File: config.mk
export PLATFORM = sky130hd
export DESIGN_NAME = stopwatch_ctrl
export DESIGN_NICKNAME = d
export VERILOG_FILES = /design/src/rtl/stopwatch_ctrl.sv
export SDC_FILE = /design/constraint.sdc
export NUM_CORES = 1
export LEC_CHECK = 0
export ABC_AREA = 0
export CORE_ASPECT_RATIO = 0.6
export CORE_UTILIZATION = 40
export DETAILED_ROUTE_END_ITERATION = 12
export PLACE_DENSITY = 0.72
export RECOVER_POWER = 100
export SLEW_MARGIN = 25
export SYNTH_ARGS = -nofsm -noshare
export SYNTH_HDL_FRONTEND = slang
export SYNTH_SLANG_ARGS = --single-unit
File: constraint.sdc
create_clock -name clk -period 3.2 [get_ports clk]
set_clock_uncertainty 0.15 [all_clocks]
set_input_delay 0.64 -clock clk [delete_from_list [all_inputs] [get_ports clk]]
set_output_delay 0.64 -clock clk [all_outputs]
set_load 0.02 [all_outputs]
File: src/rtl/stopwatch_ctrl.sv
// Stopwatch mode controller: button debounce, STOP/RUN/CLEAR/LAP sequencing,
// tick enable, counter clear and live/lap display mux.
module stopwatch_ctrl #(
    parameter int DEBOUNCE_CYCLES = 1_000_000,
    parameter int COUNT_W         = 14
) (
    input  logic               clk,
    input  logic               reset,
    input  logic               i_btn_run,
    input  logic               i_btn_clear,
    input  logic               i_btn_lap,
    input  logic [COUNT_W-1:0] i_count,
    output logic               o_run_en,
    output logic               o_clear,
    output logic [COUNT_W-1:0] o_disp,
    output logic               o_lap_active,
    output logic [2:0]         o_state
);

    localparam int CNT_W = $clog2(DEBOUNCE_CYCLES);
    localparam logic [CNT_W-1:0] CNT_MAX = CNT_W'(DEBOUNCE_CYCLES - 1);

    // Bit order of every button vector: [0]=run, [1]=clear, [2]=lap
    localparam int B_RUN   = 0;
    localparam int B_CLEAR = 1;
    localparam int B_LAP   = 2;

    typedef enum logic [2:0] {
        ST_STOP  = 3'b000,
        ST_RUN   = 3'b001,
        ST_CLEAR = 3'b010,
        ST_LAP   = 3'b011
    } state_t;

    logic [2:0]         btn_raw;
    logic [2:0]         sync1;
    logic [2:0]         sync2;
    logic [2:0]         db;
    logic [2:0]         db_prev;
    logic [2:0]         press;
    logic [CNT_W-1:0]   cnt [3];

    state_t             state_q;
    state_t             state_d;
    logic               lap_load;
    logic [COUNT_W-1:0] lap_reg;

    assign btn_raw = {i_btn_lap, i_btn_clear, i_btn_run};

    // Synchronize, debounce and edge-detect all three buttons
    always_ff @(posedge clk or posedge reset) begin
        if (reset) begin
            sync1   <= '0;
            sync2   <= '0;
            db      <= '0;
            db_prev <= '0;
            press   <= '0;
            for (int b = 0; b < 3; b++) begin
                cnt[b] <= '0;
            end
        end else begin
            sync1   <= btn_raw;
            sync2   <= sync1;
            db_prev <= db;
            press   <= db & ~db_prev;
            for (int b = 0; b < 3; b++) begin
                if (sync2[b] != db[b]) begin
                    if (cnt[b] == CNT_MAX) begin
                        db[b]  <= sync2[b];
                        cnt[b] <= '0;
                    end else begin
                        cnt[b] <= cnt[b] + CNT_W'(1);
                    end
                end else begin
                    cnt[b] <= '0;
                end
            end
        end
    end

    // FSM state register
    always_ff @(posedge clk or posedge reset) begin
        if (reset) begin
            state_q <= ST_STOP;
        end else begin
            state_q <= state_d;
        end
    end

    // Lap snapshot, captured on the RUN->LAP edge
    always_ff @(posedge clk or posedge reset) begin
        if (reset) begin
            lap_reg <= '0;
        end else if (lap_load) begin
            lap_reg <= i_count;
        end
    end

    // Next state with run > clear > lap priority, plus Moore outputs
    always_comb begin
        state_d      = state_q;
        lap_load     = 1'b0;
        o_run_en     = 1'b0;
        o_clear      = 1'b0;
        o_lap_active = 1'b0;
        o_disp       = i_count;
        o_state      = state_q;
        unique case (state_q)
            ST_STOP: begin
                if (press[B_RUN]) begin
                    state_d = ST_RUN;
                end else if (press[B_CLEAR]) begin
                    state_d = ST_CLEAR;
                end
            end
            ST_RUN: begin
                o_run_en = 1'b1;
                if (press[B_RUN]) begin
                    state_d = ST_STOP;
                end else if (press[B_LAP]) begin
                    state_d  = ST_LAP;
                    lap_load = 1'b1;
                end
            end
            ST_CLEAR: begin
                o_clear = 1'b1;
                state_d = ST_STOP;
            end
            ST_LAP: begin
                o_run_en     = 1'b1;
                o_lap_active = 1'b1;
                o_disp       = lap_reg;
                if (press[B_RUN]) begin
                    state_d = ST_STOP;
                end else if (press[B_LAP]) begin
                    state_d = ST_RUN;
                end
            end
            default: begin
                state_d = ST_STOP;
            end
        endcase
    end

endmodule

# Word level (Yosys, flattened, before mapping)

Cells that the tools add are included.

Register bits: 92
Latch bits: 0
RAM bits: 0
Bits in read-only memories: 0
Input bits: 19
Output and inout bits: 20
Logic and storage cells: 55
Memories: 0

Add/subtract/negate cells: 3
Multipliers: 0
Div/mod/pow operators: 0
Order comparisons: 0
Eq/ne operators: 12
Shifts and indexed selects: 0
Mux-type cells: 20
Bitwise gates (word level): 2
Reduce and logical (&&, ||, !) cells: 6

Operators with widths:

| operator                                                         | number |
|---|---|
| 20-bit two-way mux                                               | 6 |
| 20-bit by 1-bit adder with 20-bit output (second input constant) | 3 |
| 20-bit == test (second input constant)                           | 3 |
| 3-bit two-way mux                                                | 6 |
| 14-bit two-way mux                                               | 1 |
| 3-bit inequality test (second input constant)                    | 3 |
| 3-bit one-hot mux with 3 select lines                            | 1 |
| 3-bit by 2-bit == test with 1-bit output (second input constant) | 2 |
| 1-bit two-way mux                                                | 6 |
| 2-bit AND reduction                                              | 3 |
| 3-bit bitwise AND                                                | 1 |
| 3-bit by 1-bit == test with 1-bit output (second input constant) | 1 |
| 3-bit logical NOT                                                | 1 |
| 1-bit inequality test                                            | 3 |
| 3-bit NOT                                                        | 1 |
| 3-bit AND reduction                                              | 1 |
| 2-bit OR reduction                                               | 1 |

# Depth between registers and ports, before layout

Gate-level depths: netlist of the first run.

Word-level depth: 3
Depth in mapped cells: 7

# Worst setup path after synthesis of the first run

OpenSTA, ideal clock, no wires.

Path type: reg-to-output
Start point: register state_q[0] (netlist: o_state[0])
End point: output o_disp[10]
Arrival: 1471 ps
Path slack: 939 ps
Cell stages (with the launch flop): 4
Path buffers: 1
Cells stage by stage: dfrtp_1 > nand2_1 > clkbuf_1 > mux2_2

Cells in the longest elaborated chain, start to end: 2

Ends and longest elaborated chain:

| item                                     | line | source |
|---|---|---|
| from (decl)                              | 43   | `state_t state_q;` |
| from (signal assigned)                   | 86   | `state_q <= state_d;` |
| 3-bit by 2-bit == test with 1-bit output | 108  | `unique case (state_q)` |
| 14-bit two-way mux                       | 108  |  |
| to (decl)                                | 15   | `output logic [COUNT_W-1:0] o_disp,` |

Every way passes these cells.

# Final worst setup path of the first run

Start point: register state_q[0] (netlist: o_state[0])
End point: output o_disp[7]

The elaborated chain is that of the path after synthesis.

==> results.json, run 1 <==
{
  "status": "complete, no violations",
  "yosysUniqueCellTypes": 39,
  "syn_nets": 429,
  "hold_ws_ns": 0.205,
  "initial_core_util_pct": 42.2,
  "ys_ff_latch": 91,
  "max_freq_mhz": 330,
  "syn_avg_cell_area_sq_um": 10.5,
  "nets": 465,
  "switchingPower_uw": 487,
  "drt.antenna.violating_nets": 0,
  "die_x_microns": 135,
  "syn-cell-area_sq_um": 4270,
  "synthSimpleGateAreaFrac_pct": 20.9,
  "end_kind": "primary output",
  "setup_viol": 0,
  "grt_usage_pct": 15.8,
  "worst_setup_path_start_kind": "register",
  "switching_share_pct": 21.3,
  "wire_per_inst_microns": 13.4,
  "syn_to_final_growth_pct": 18.2,
  "largest_reg_flops": 60,
  "initialDrtViolationCount": 141,
  "synth_xor_area_share_pct": 6.98,
  "grt_max_degree": 38,
  "portBuffers": 37,
  "rsz0062_at_grt": "false",
  "grt_antenna_before_repair": 0,
  "avgViaCountPerCell": 5.16,
  "path_class": "reg2out",
  "fin_setup_tns_ns": 0,
  "rows": 28,
  "pwr-share-clk_pct": 43.5,
  "hold_path.class": "reg2reg",
  "vias": 3006,
  "cts_resized": 0,
  "hold_buffers": 0,
  "slew_headroom_pct": 14.1,
  "antennaDiodeCount": 0,
  "powerDensity_nw_per_um2": 454,
  "yosysSeqAreaShare_pct": 53.4,
  "regArea_sq_um": 2280,
  "cp.arrival_ns": 2.24,
  "root_buffer": "clkbuf_16",
  "comb_power_share_pct": 5.1,
  "yosys_warnings": 0,
  "period_minus_slack_ns": 3.03,
  "io_pins": 39,
  "async_flop_share_pct": 100,
  "cts_tree": "built",
  "grt_overflow": 0,
  "synth-edff-count": 0,
  "pwr-share-seq_pct": 51.4,
  "fill_cells": 898,
  "clkSlewWorstSetupHoldPaths_ns": 0.06,
  "synth_top_family_by_area": "simple AND/OR/NAND/NOR gates",
  "multiInputGateArea_sq_um": 1880,
  "clock-sinks": 91,
  "post_cts_buffers": 0,
  "crit_required_ns": 2.41,
  "power.internal_uw": 1800,
  "gp_congestion": 0.826,
  "synth_compound_area_share_pct": 6.60,
  "grt_pass1_vias": 2923,
  "numCtsBuffers": 9,
  "final-hold-violation-count": 0,
  "max-vdd-ir-drop_v": 0.000292,
  "netlist_instances": 407,
  "period_share_pct": 94.8,
  "max-clock-path-buffers": 2,
  "grt_pass1_wl_microns": 13600,
  "htreeDepth": 3,
  "worstSkewPairLatency_ns": 0.34,
  "totalWireLength_microns": 7770,
  "synth_ff_type": "dfrtp_1",
  "power_leakage_uw": 0.00211,
  "die_h_microns": 82.0,
  "cp_max_fo": 15,
  "fp.coreArea_sq_um": 10100,
  "maxCapViolations": 0,
  "drive_gt1_share_pct": 12.8,
  "drt_pass1_iterations": 5,
  "tightest_slew_ns": 1.28,
  "place.detailed.hpwl_microns": 5470,
  "muxShareOfSynthArea_pct": 8.44,
  "die_area_sq_um": 11100,
  "drv_slew": 0,
  "finalPower_uw": 2290,
  "yosys.area_share.adder_pct": 0.880,
  "drc": 0
}
metrics by stage:
step / instances / instance area, sq um / util [%] / setup WS [ns]
5_1_grt: 582 / 5040 / 49.8 / 0.0484
3_3_place_gp: 567 / 4790 / 47.3 / 0.515
3_5_place_dp: 567 / 4790 / 47.3 / 0.518
2_1_floorplan: 407 / 4270 / - / 0.0464
6_report: 582 / 5040 / 49.8 / 0.167
4_1_cts: 582 / 5070 / 50.1 / 0.139
layer usage:
layer  up-vias  global-route usage [%]  part of all wire (%)
met5         -                       0                     0
met3         7                    4.88                   3.8
met2        42                    25.1                    45
li1       1522                       -                     -
met1      1435                    20.8                    50
met4         0                    5.06                   1.1
final timing paths:
kind | startpoint | end | slack, ns | cells past startpoint
min reg2reg | sync1[0] | sync2[0] | 0.20 | 0
min | sync1[0] | sync2[0] | 0.20 | 0
max reg2reg | cnt[28] | cnt[31] | 0.33 | 5
max | o_state[0] | o_disp[7] | 0.17 | 3
min in group asynchronous | reset | sync2[2] | 0.89 | 2
max in group asynchronous | reset | cnt[43] | 0.57 | 3
power by group through the flow:
stage	sequential, uW	clock [uW]	combinational [uW]
after detailed placement	1200	0	124
final	1180	996	118
after floorplan	1190	0	66.7
after CTS	1180	1030	125
after global placement	1200	0	122
after global routing	1180	1080	133
cell usage after synthesis (2+ instances only):
cell type | count | share of area, %
nor4_1 | 6 | 0.88
mux2_2 | 32 | 8.4
nor2_1 | 42 | 3.7
ha_1 | 3 | 0.88
o21ai_0 | 20 | 2.3
dfrtp_1 | 91 | 53
nand4b_1 | 3 | 0.62
clkbuf_1 | 12 | 1.1
and2_1 | 2 | 0.29
buf_2 | 5 | 0.59
or3_1 | 14 | 2.1
o31ai_1 | 6 | 1.1
xor2_1 | 17 | 3.5
nor4b_1 | 2 | 0.41
a21oi_1 | 23 | 2.7
nand3_1 | 21 | 2.5
nor3_1 | 7 | 0.82
inv_1 | 11 | 0.97
or4_1 | 11 | 1.9
and3_1 | 7 | 1.0
xnor2_1 | 17 | 3.5
nand2_1 | 21 | 1.8
nand4_1 | 13 | 1.9
nand3_2 | 2 | 0.47
nor2b_1 | 5 | 0.73
logic make-up after synthesis:
group,after synthesis
flops,91
buf+inv,29
mux,32
simple gates,165
xor+xnor,34
compound gates,52
other cells,1
fa+ha+maj,3
worst max-delay path: stages, from the launching register on:
cell and delay [ns]:
dfrtp_1 0.44, nand2_1 0.51, mux2_2 0.40, clkdlybuf4s50_1 0.55
cell usage in the layout (no fill, tap or decap), drive strengths merged:
cell and count:
a21oi 24, a22oi 1, and2 3, and3 8
and4 1, clkbuf 20, clkdlybuf4s50 28, clkinvlp 2
conb 1, dfrtp 91, dlygate4sd3 9, ha 3
inv 10, mux2 32, nand2 21, nand2b 1
nand3 23, nand4 13, nand4b 3, nor2 42
nor2b 5, nor3 7, nor4 6, nor4b 2
nor4bb 1, o21ai 21, o31ai 6, or2 1
or3 15, or4 12, or4b 1, xnor2 17
xor2 17
cell type report:
class,instances,area share (%)
timing repair buffer,43,7.86
sequential,91,45.1
tap,135,3.35
multi-input combinational,287,37.2
inverter,11,0.843
clock inverter,1,0.149
clock buffer,14,5.43
(Power assumes the default switching activity.)
==> run 2, diff against run 1 <==
- PLACE_DENSITY: 0.72 -> 0.69
==> run 2 against run 1 <==
  * Via count increased by 1.8%
  * Sequential cell count unchanged
  * Count of clock-buffer cells in the layout decreased by 2
  * Fmax decreased by 0.40%
  * Combinational power about the same
  * The flow now finishes with violations (capacitance limit, slew limit)
  * Final cell count unchanged
==> results.json, run 2 (same netlist as run 1, synthesis figures left out) <==
{
  "hold_end": "sync2[1]",
  "power_leakage_uw": 0.00211,
  "syn_to_final_growth_pct": 18.4,
  "status": "finished, violations left",
  "hold_buffers": 0,
  "nets": 466,
  "end_kind": "primary output",
  "slowest_stage": "clkdlybuf4s50_1",
  "max_freq_mhz": 328,
  "max-vdd-ir-drop_v": 0.000247,
  "antennaDiodeCount": 0,
  "die_x_microns": 135,
  "reg2reg_to": "cnt[31]",
  "period_minus_slack_ns": 3.05,
  "maxCapViolations": 1,
  "initial_core_util_pct": 42.2,
  "io_pins": 39,
  "numCtsBuffers": 9,
  "die_h_microns": 82.0,
  "crit_required_ns": 2.41,
  "vias": 3059,
  "r2r_slack_ns": 0.44,
  "timing.critical_path.buf_inv": 1,
  "drc": 0,
  "htreeDepth": 3,
  "root_buffer": "clkbuf_16",
  "worst_slack_ns": 0.155,
  "place.detailed.hpwl_microns": 5590,
  "dpl_cell_area_sq_um": 4810,
  "r2r_start": "cnt[28]",
  "period_share_pct": 95.2,
  "totalWireLength_microns": 8050,
  "drive_gt1_share_pct": 11.4,
  "rsz0062_at_grt": "false",
  "drv_slew": 46,
  "violations": "capacitance limit, slew limit",
  "clock-sinks": 91,
  "avgViaCountPerCell": 5.26,
  "fin_setup_tns_ns": 0,
  "path_class": "reg2out",
  "hold_path.class": "reg2reg",
  "cp_cell_sequence": "nand2_1, mux2_2, clkdlybuf4s50_1",
  "powerDensity_nw_per_um2": 458,
  "fill_cells": 877,
  "grt_overflow": 0,
  "min_path_cells": 0,
  "gp_congestion": 0.795,
  "fp.coreArea_sq_um": 10100,
  "post_cts_buffers": 0,
  "drt_pass1_iterations": 4,
  "setup_viol": 0,
  "grt_pass1_vias": 3049,
  "cp_max_fo": 15,
  "grt_antenna_before_repair": 0,
  "max-clock-path-buffers": 2,
  "layout_commonest_cell": "dfrtp_1",
  "pre_cts_ws_ns": 0.483,
  "cts_resized": 0,
  "path_delay_family": "buffers and inverters",
  "most-common-layout-cells": "dfrtp_1 (91), nor2_1 (42), mux2_2 (32)",
  "grt_usage_pct": 16.2,
  "tightest_slew_ns": 1.74,
  "largest_reg_flops": 60,
  "worstSkewPairLatency_ns": 0.33,
  "grt_max_degree": 47,
  "portBuffers": 37,
  "grt_pass1_wl_microns": 14000,
  "clkSlewWorstSetupHoldPaths_ns": 0.06,
  "critPathMaxStageDelay_ns": 0.55,
  "finalInstanceArea_sq_um": 5050,
  "worst_setup_path_start_kind": "register",
  "final-hold-violation-count": 0,
  "die_area_sq_um": 11100,
  "cp.arrival_ns": 2.26,
  "cts_tree": "built",
  "worstHoldStart": "sync1[1]",
  "r2r_cells": 5,
  "initialDrtViolationCount": 132,
  "rows": 28,
  "slew_headroom_pct": -16.0,
  "drt.antenna.violating_nets": 0,
  "wire_per_inst_microns": 13.8
}
## run 2: changes by cell type in the layout (fill, tap and decap cells not counted), sizes merged
cell and delta:
clkbuf -2, buf +1, bufinv +1, inv +1, clkinvlp -1
## run 2: through the flow
step                      hold slack, ns  power (uW)  utilization (%)  instances
after global placement             0.186        1320             47.5        568
after detailed placement           0.185        1320             47.5        568
after global routing               0.208        2420             49.9        582
final                              0.197        2310             49.9        582
after CTS                          0.199        2360             50.3        582
after floorplan                    0.181        1260                -        407
## run 2: worst reg2reg max path, stage by stage, from the launching register on
cell	delay (ns)
dfrtp_1	0.40
or4b_1	0.51
or4_1	0.54
o21ai_0	0.16
clkbuf_1	0.71
nor2_1	0.13
## run 2: layout make-up
type	instances	area (sq um)	share of cell area [%]
Clock inverter	2	37.5	0.743
Tap cell	135	169	3.34
Multi-Input combinational cell	287	1870	37.0
Clock buffer	12	246	4.88
Sequential cell	91	2280	45.1
Inverter	11	41.3	0.817
Timing Repair Buffer	44	413	8.17
## run 2: how the worst max path moves through the flow
stage | startpoint | end | depth (start not counted)
CTS | o_state[0] | o_disp[7] | 3
detailed placement | o_state[0] | o_disp[9] | 3
floorplan | reset | cnt[0] | 1
finish | o_state[0] | o_disp[7] | 3
global placement | i_count[8] | o_disp[8] | 3
global route | o_state[0] | o_disp[7] | 3
## run 2: per-layer routing
metal  up-vias  GRT usage, %  share of wire [%]
met5         -             0                  0
li1       1510             -                  -
met1      1487          21.4                 50
met3         5          4.81                4.2
met4         0          5.51               0.66
met2        57          25.6                 45
## run 2: report_power, final
group | total, uW | switching, uW | internal (uW)
clock network | 1020 | 399 | 618
logic | 121 | 67.4 | 53.6
registers | 1180 | 11.3 | 1160
==> run 3, diff against run 2 <==
- GPL_ROUTABILITY_DRIVEN: unset -> 0
==> results of run 3 <==
No change in the layout: final DEF, timing and power equal those of run 2.
